**config.mk**
```make
export PLATFORM = sky130hd
export DESIGN_NAME = msrv32_pipe_reg_stage
export DESIGN_NICKNAME = d
export VERILOG_FILES = /design/src/rtl/msrv32_pipe_pkg.sv /design/src/rtl/msrv32_pipe_slot.sv /design/src/rtl/msrv32_pipe_reg_stage.sv
export SDC_FILE = /design/constraint.sdc
export NUM_CORES = 1
export LEC_CHECK = 0
export BUFFER_PORTS_ARGS = -buffer_cell sky130_fd_sc_hd__buf_4
export CAP_MARGIN = 20
export CORE_MARGIN = 5
export CORE_UTILIZATION = 58
export DETAILED_ROUTE_END_ITERATION = 10
export GPL_TIMING_DRIVEN = 0
export PLACE_DENSITY = 0.85
export RECOVER_POWER = 100
export SLEW_MARGIN = 20
export SYNTH_ARGS = -nofsm -noshare
export SYNTH_HDL_FRONTEND = slang
export SYNTH_SLANG_ARGS = --single-unit
```
**constraint.sdc**
```tcl
create_clock -name ms_risc32_mp_clk_in -period 3.2 [get_ports ms_risc32_mp_clk_in]
set_clock_uncertainty 0.05 [all_clocks]
set_input_delay 0.32 -clock ms_risc32_mp_clk_in [delete_from_list [all_inputs] [get_ports ms_risc32_mp_clk_in]]
set_output_delay 0.32 -clock ms_risc32_mp_clk_in [all_outputs]
set_load 0.03 [all_outputs]
```
**src/rtl/msrv32_pipe_pkg.sv**
```systemverilog
// Shared types for the msrv32 elastic pipeline register.
// The stage FSM states and occupancy encodings live here. Widths stay module parameters.
package msrv32_pipe_pkg;

    typedef enum logic [1:0] {
        PS_EMPTY = 2'd0,
        PS_ONE   = 2'd1,
        PS_FULL  = 2'd2
    } pipe_state_t;

    localparam logic [1:0] OCC_EMPTY = 2'd0;
    localparam logic [1:0] OCC_ONE   = 2'd1;
    localparam logic [1:0] OCC_FULL  = 2'd2;

    function automatic logic [1:0] occ_of(pipe_state_t s);
        logic [1:0] occ;
        case (s)
            PS_ONE:  occ = OCC_ONE;
            PS_FULL: occ = OCC_FULL;
            default: occ = OCC_EMPTY;
        endcase
        return occ;
    endfunction

endpackage

```
**src/rtl/msrv32_pipe_slot.sv**
```systemverilog
// One {valid, data, ctrl} holding register of the elastic stage.
// The parent supplies the next valid bit; the clear controls take priority over load.
module msrv32_pipe_slot #(
    parameter int unsigned DATA_W = 32,
    parameter int unsigned CTRL_W = 16
) (
    input  logic              clk_i,
    input  logic              rst_ni,
    input  logic              valid_d_i,
    input  logic              load_i,
    input  logic              clr_ctrl_i,
    input  logic              clr_data_i,
    input  logic [DATA_W-1:0] data_i,
    input  logic [CTRL_W-1:0] ctrl_i,
    output logic              valid_o,
    output logic [DATA_W-1:0] data_o,
    output logic [CTRL_W-1:0] ctrl_o
);

    logic              valid_q;
    logic [DATA_W-1:0] data_q;
    logic [CTRL_W-1:0] ctrl_q;

    always_ff @(posedge clk_i) begin
        if (!rst_ni) begin
            valid_q <= 1'b0;
            data_q  <= '0;
            ctrl_q  <= '0;
        end else begin
            valid_q <= valid_d_i;
            if (clr_ctrl_i) begin
                ctrl_q <= '0;
            end else if (load_i) begin
                ctrl_q <= ctrl_i;
            end
            if (clr_data_i) begin
                data_q <= '0;
            end else if (load_i) begin
                data_q <= data_i;
            end
        end
    end

    assign valid_o = valid_q;
    assign data_o  = data_q;
    assign ctrl_o  = ctrl_q;

endmodule

```
**src/rtl/msrv32_pipe_reg_stage.sv**
```systemverilog
// Elastic valid/ready pipeline register with a 2-entry skid buffer and flush.
// The main slot drives the outputs; the skid slot absorbs one beat when downstream stalls.
module msrv32_pipe_reg_stage
    import msrv32_pipe_pkg::*;
#(
    parameter int unsigned DATA_W          = 32,
    parameter int unsigned CTRL_W          = 16,
    parameter bit          FLUSH_ZERO_DATA = 1'b0
) (
    input  logic              ms_risc32_mp_clk_in,
    input  logic              ms_risc32_mp_rst_in,
    input  logic              flush_in,
    input  logic              in_valid_in,
    output logic              in_ready_out,
    input  logic [DATA_W-1:0] in_data_in,
    input  logic [CTRL_W-1:0] in_ctrl_in,
    output logic              out_valid_out,
    input  logic              out_ready_in,
    output logic [DATA_W-1:0] out_data_out,
    output logic [CTRL_W-1:0] out_ctrl_out,
    output logic [1:0]        occupancy_out
);

    pipe_state_t state_q, state_d;
    logic        ready_q;
    logic [1:0]  occ_q;

    logic              accept, emit;
    logic              mainLoad, skidLoad;
    logic              clrCtrl, clrData;
    logic              mainValid, skidValid;
    logic [DATA_W-1:0] mainDataIn, skidData;
    logic [CTRL_W-1:0] mainCtrlIn, skidCtrl;

    // Ready comes from a flop, so out_ready_in never reaches in_ready_out combinationally.
    assign in_ready_out = ready_q & ms_risc32_mp_rst_in;
    assign accept       = in_valid_in & in_ready_out;
    assign emit         = out_valid_out & out_ready_in;

    always_comb begin
        state_d  = state_q;
        mainLoad = 1'b0;
        skidLoad = 1'b0;
        case (state_q)
            PS_EMPTY: begin
                if (accept) begin
                    state_d  = PS_ONE;
                    mainLoad = 1'b1;
                end
            end
            PS_ONE: begin
                if (accept && !emit) begin
                    state_d  = PS_FULL;
                    skidLoad = 1'b1;
                end else if (accept && emit) begin
                    mainLoad = 1'b1;
                end else if (emit) begin
                    state_d = PS_EMPTY;
                end
            end
            PS_FULL: begin
                if (emit) begin
                    state_d  = PS_ONE;
                    mainLoad = 1'b1;
                end
            end
            default: state_d = PS_EMPTY;
        endcase
        // A flush discards everything, including a beat accepted in the same cycle.
        if (flush_in) begin
            state_d  = PS_EMPTY;
            mainLoad = 1'b0;
            skidLoad = 1'b0;
        end
    end

    always_ff @(posedge ms_risc32_mp_clk_in) begin
        if (!ms_risc32_mp_rst_in) begin
            state_q <= PS_EMPTY;
            ready_q <= 1'b1;
            occ_q   <= OCC_EMPTY;
        end else begin
            state_q <= state_d;
            ready_q <= (state_d != PS_FULL);
            occ_q   <= occ_of(state_d);
        end
    end

    assign clrCtrl    = flush_in;
    assign clrData    = flush_in & FLUSH_ZERO_DATA;
    assign mainDataIn = skidValid ? skidData : in_data_in;
    assign mainCtrlIn = skidValid ? skidCtrl : in_ctrl_in;

    msrv32_pipe_slot #(
        .DATA_W (DATA_W),
        .CTRL_W (CTRL_W)
    ) u_main (
        .clk_i      (ms_risc32_mp_clk_in),
        .rst_ni     (ms_risc32_mp_rst_in),
        .valid_d_i  (state_d != PS_EMPTY),
        .load_i     (mainLoad),
        .clr_ctrl_i (clrCtrl),
        .clr_data_i (clrData),
        .data_i     (mainDataIn),
        .ctrl_i     (mainCtrlIn),
        .valid_o    (mainValid),
        .data_o     (out_data_out),
        .ctrl_o     (out_ctrl_out)
    );

    msrv32_pipe_slot #(
        .DATA_W (DATA_W),
        .CTRL_W (CTRL_W)
    ) u_skid (
        .clk_i      (ms_risc32_mp_clk_in),
        .rst_ni     (ms_risc32_mp_rst_in),
        .valid_d_i  (state_d == PS_FULL),
        .load_i     (skidLoad),
        .clr_ctrl_i (clrCtrl),
        .clr_data_i (clrData),
        .data_i     (in_data_in),
        .ctrl_i     (in_ctrl_in),
        .valid_o    (skidValid),
        .data_o     (skidData),
        .ctrl_o     (skidCtrl)
    );

    assign out_valid_out = mainValid;
    assign occupancy_out = occ_q;

endmodule

```
==> flow_metrics.env <==
export IMPL_root_buffer="clkbuf_8"
export IMPL_ys_seq_elements=102
export IMPL_max_freq_ghz=0.444
export IMPL_hold_path_class="in2reg"
export IMPL_clock_path_buffers=2
export IMPL_finalSetupViolCount=0
export IMPL_grt_antenna_before_repair=0
export IMPL_p_leak_nw=1.86
export IMPL_yosysSeqAreaShare_pct=45.9
export IMPL_endpoint_kind="flip-flop"
export IMPL_antenna_left=0
export IMPL_area_delta_synth_final_pct=19.1
export IMPL_via_per_inst=5.33
export IMPL_rsz0062_at_grt="no"
export IMPL_dr_first_iter_drc_count=132
export IMPL_status="finished clean"
export IMPL_p_total_mw=2.40
export IMPL_drive_gt1_share_pct=18.3
export IMPL_worst_pin_slew_ns=0.814
export IMPL_grt_pass1_vias=3880
export IMPL_synth_cell_types=29
export IMPL_critPathLaunchType="flip-flop"
export IMPL_cts_setup_buffers=0
export IMPL_final_cell_area_sq_um=5290
export IMPL_grt_max_degree=17
export IMPL_cts_buffers=9
export IMPL_die_w_microns=97.5
export IMPL_totalWireLength_microns=10700
export IMPL_fin_nets=654
export IMPL_dpl_cell_area_sq_um=5350
export IMPL_ys_warn_count=0
export IMPL_drc=0
export IMPL_cp_max_fo=10
export IMPL_r2r_start="state_q[1]$_SDFF_PN0_"
export IMPL_track_usage_pct=22.3
export IMPL_core_area_sq_um=7610
export IMPL_crit_path_end="u_main.ctrl_o[10]$_SDFFE_PP0P_"
export IMPL_fin_crit_sh_pct=70.4
export IMPL_wl_per_cell_microns=15.1
export IMPL_antennaDiodeCount=0
export IMPL_netlist_area_sq_um=4440
export IMPL_cts_tree="done"
export IMPL_irDropWorstVdd_mv=0.315
export IMPL_hold_viol=0
export IMPL_max_slew_margin_pct=45.7
export IMPL_min_period_ns=2.25
export IMPL_ctsResizeCount=0
export IMPL_cts_clk_slew_worst_paths_ns=0.10
export IMPL_syn_num_nets=540
export IMPL_hold_slack_ns=0.153
export IMPL_r2r_end="u_main.ctrl_o[10]$_SDFFE_PP0P_"
export IMPL_vias=3772
export IMPL_grt_overflow_total=0
export IMPL_final_common_cell="nand2_1"
export IMPL_arrival_ns=2.43
export IMPL_htree_levels=3
export IMPL_gp_congestion=0.790
export IMPL_worstPathRequired_ns=3.38
export IMPL_port_buffers=103
export IMPL_cts_sinks=102
export IMPL_die_area_sq_um=9510
export IMPL_report_final_slew_viol_count=0
export IMPL_dieHeight_microns=97.5
export IMPL_rr_worst_depth=6
export IMPL_clk_insertion_delay_late_ns=0.36
export IMPL_cap_violations=0
export IMPL_syn_inst=487
export IMPL_r2r_setup_slack_ns=0.95
export IMPL_hold_start="in_data_in[24]"
export IMPL_fillers=673
export IMPL_syn_avg_cell_area_sq_um=9.13
export IMPL_critPathLaunch="state_q[1]$_SDFF_PN0_"
export IMPL_io_pins=105
export IMPL_cts_hold_buffers=0
export IMPL_grt_pass1_wl_microns=17700
export IMPL_start_util_pct=58.4
export IMPL_critPathKind="reg2reg"
export IMPL_fp_row_count=32
export IMPL_layout_common_cells="nand2_1 (163), dfxtp_1 (102), clkbuf_1 (79), buf_4 (54), mux2i_1 (49)"
export IMPL_dp_hpwl_microns=7880
export IMPL_powerDensity_nw_per_um2=455
export IMPL_firstDrtPassIters=4
export IMPL_setup_tns_ns=0
stage by stage:
stage | cells | utilization (%) | setup slack, ns
3_3_place_gp | 692 | 70.3 | 1.44
6_report | 708 | 69.6 | 0.947
5_1_grt | 708 | 69.6 | 0.820
2_1_floorplan | 487 | - | 1.47
3_5_place_dp | 692 | 70.3 | 1.38
4_1_cts | 708 | 72.9 | 1.43
cell usage after synthesis:
cell type | instances | area, sq um
a221oi_1 | 2 | 17.5
buf_4 | 5 | 37.5
nor3_1 | 16 | 80.1
a21oi_4 | 1 | 16.3
a21boi_1 | 32 | 240
a211oi_1 | 16 | 120
and2_1 | 1 | 6.26
nand4_1 | 1 | 6.26
buf_12 | 3 | 60.1
nor2_2 | 1 | 6.26
o21ba_1 | 1 | 10.0
nand2b_1 | 2 | 12.5
a21bo_2 | 1 | 10.0
a21oi_1 | 18 | 90.1
buf_2 | 8 | 40.0
nand2_1 | 163 | 612
or2_1 | 1 | 6.26
nor2_1 | 2 | 7.51
buf_6 | 3 | 33.8
or3_1 | 1 | 6.26
dfxtp_1 | 102 | 2040
mux2_2 | 32 | 360
mux2i_1 | 49 | 490
nand4b_4 | 1 | 23.8
inv_1 | 1 | 3.75
nor3_2 | 1 | 10.0
clkbuf_1 | 20 | 75.1
a221o_1 | 1 | 10.0
nand3_1 | 2 | 10.0
where the power goes:
| group | leakage [nW] | internal, mW | switching, mW |
|---|---|---|---|
| Clock | 0.0955 | 0.384 | 0.429 |
| Sequential | 0.825 | 1.29 | 0.0154 |
| Combinational | 0.942 | 0.119 | 0.162 |
state kept, by name, indices dropped and copies added, names as in the netlist:
name,count
u_skid.ctrl_o,16
occupancy_out,2
u_main.valid_o,1
u_main.data_o,32
u_main.ctrl_o,16
u_skid.data_o,32
state_q,2
ready_q,1
worst max-delay path, stage by stage, from the launching register on:
cell	delay, ns
dfxtp_1	0.35
nand4b_1	0.25
a21oi_1	0.69
or2_1	0.19
clkbuf_1	0.26
buf_4	0.24
a211oi_1	0.10
layer usage:
layer | track usage [%] | up-vias | routed length (microns)
li1 | - | 1866 | -
met1 | 27.2 | 1791 | 4700
met2 | 38.7 | 97 | 5310
met3 | 4.24 | 18 | 471
met4 | 8.95 | 0 | 199
met5 | 0 | - | 0
layout make-up:
type	instances	area, sq um	share of cell area, %
Tap cell	102	128	2.41
Buffer	39	221	4.19
Sequential cell	102	2040	38.6
Multi-Input combinational cell	345	2120	40.0
Clock buffer	11	141	2.67
Clock inverter	5	58.8	1.11
Inverter	1	3.75	0.0709
Timing Repair Buffer	103	578	10.9
worst min path at each step:
stage | to | slack [ns] | depth (start not counted)
6_report | u_skid.data_o[24]$_SDFFE_PN0P_ | 0.15 | 3
4_1_cts | u_skid.data_o[17]$_SDFFE_PN0P_ | 0.14 | 3
2_1_floorplan | u_skid.data_o[0]$_SDFFE_PN0P_ | 0.38 | 2
3_5_place_dp | u_skid.data_o[31]$_SDFFE_PN0P_ | 0.39 | 2
5_1_grt | u_skid.ctrl_o[13]$_SDFFE_PP0P_ | 0.15 | 3
3_3_place_gp | u_skid.data_o[15]$_SDFFE_PN0P_ | 0.39 | 2
logic make-up (layout without fill, tap and decap cells):
| logic type | Yosys count | in the layout | synth area share [%] |
|---|---|---|---|
| simple gates | 192 | 192 | 17.7 |
| flops | 102 | 102 | 45.9 |
| compound gates | 72 | 72 | 11.6 |
| mux | 81 | 81 | 19.1 |
| buf+inv | 40 | 159 | 5.63 |
(Power assumes the default switching activity.)
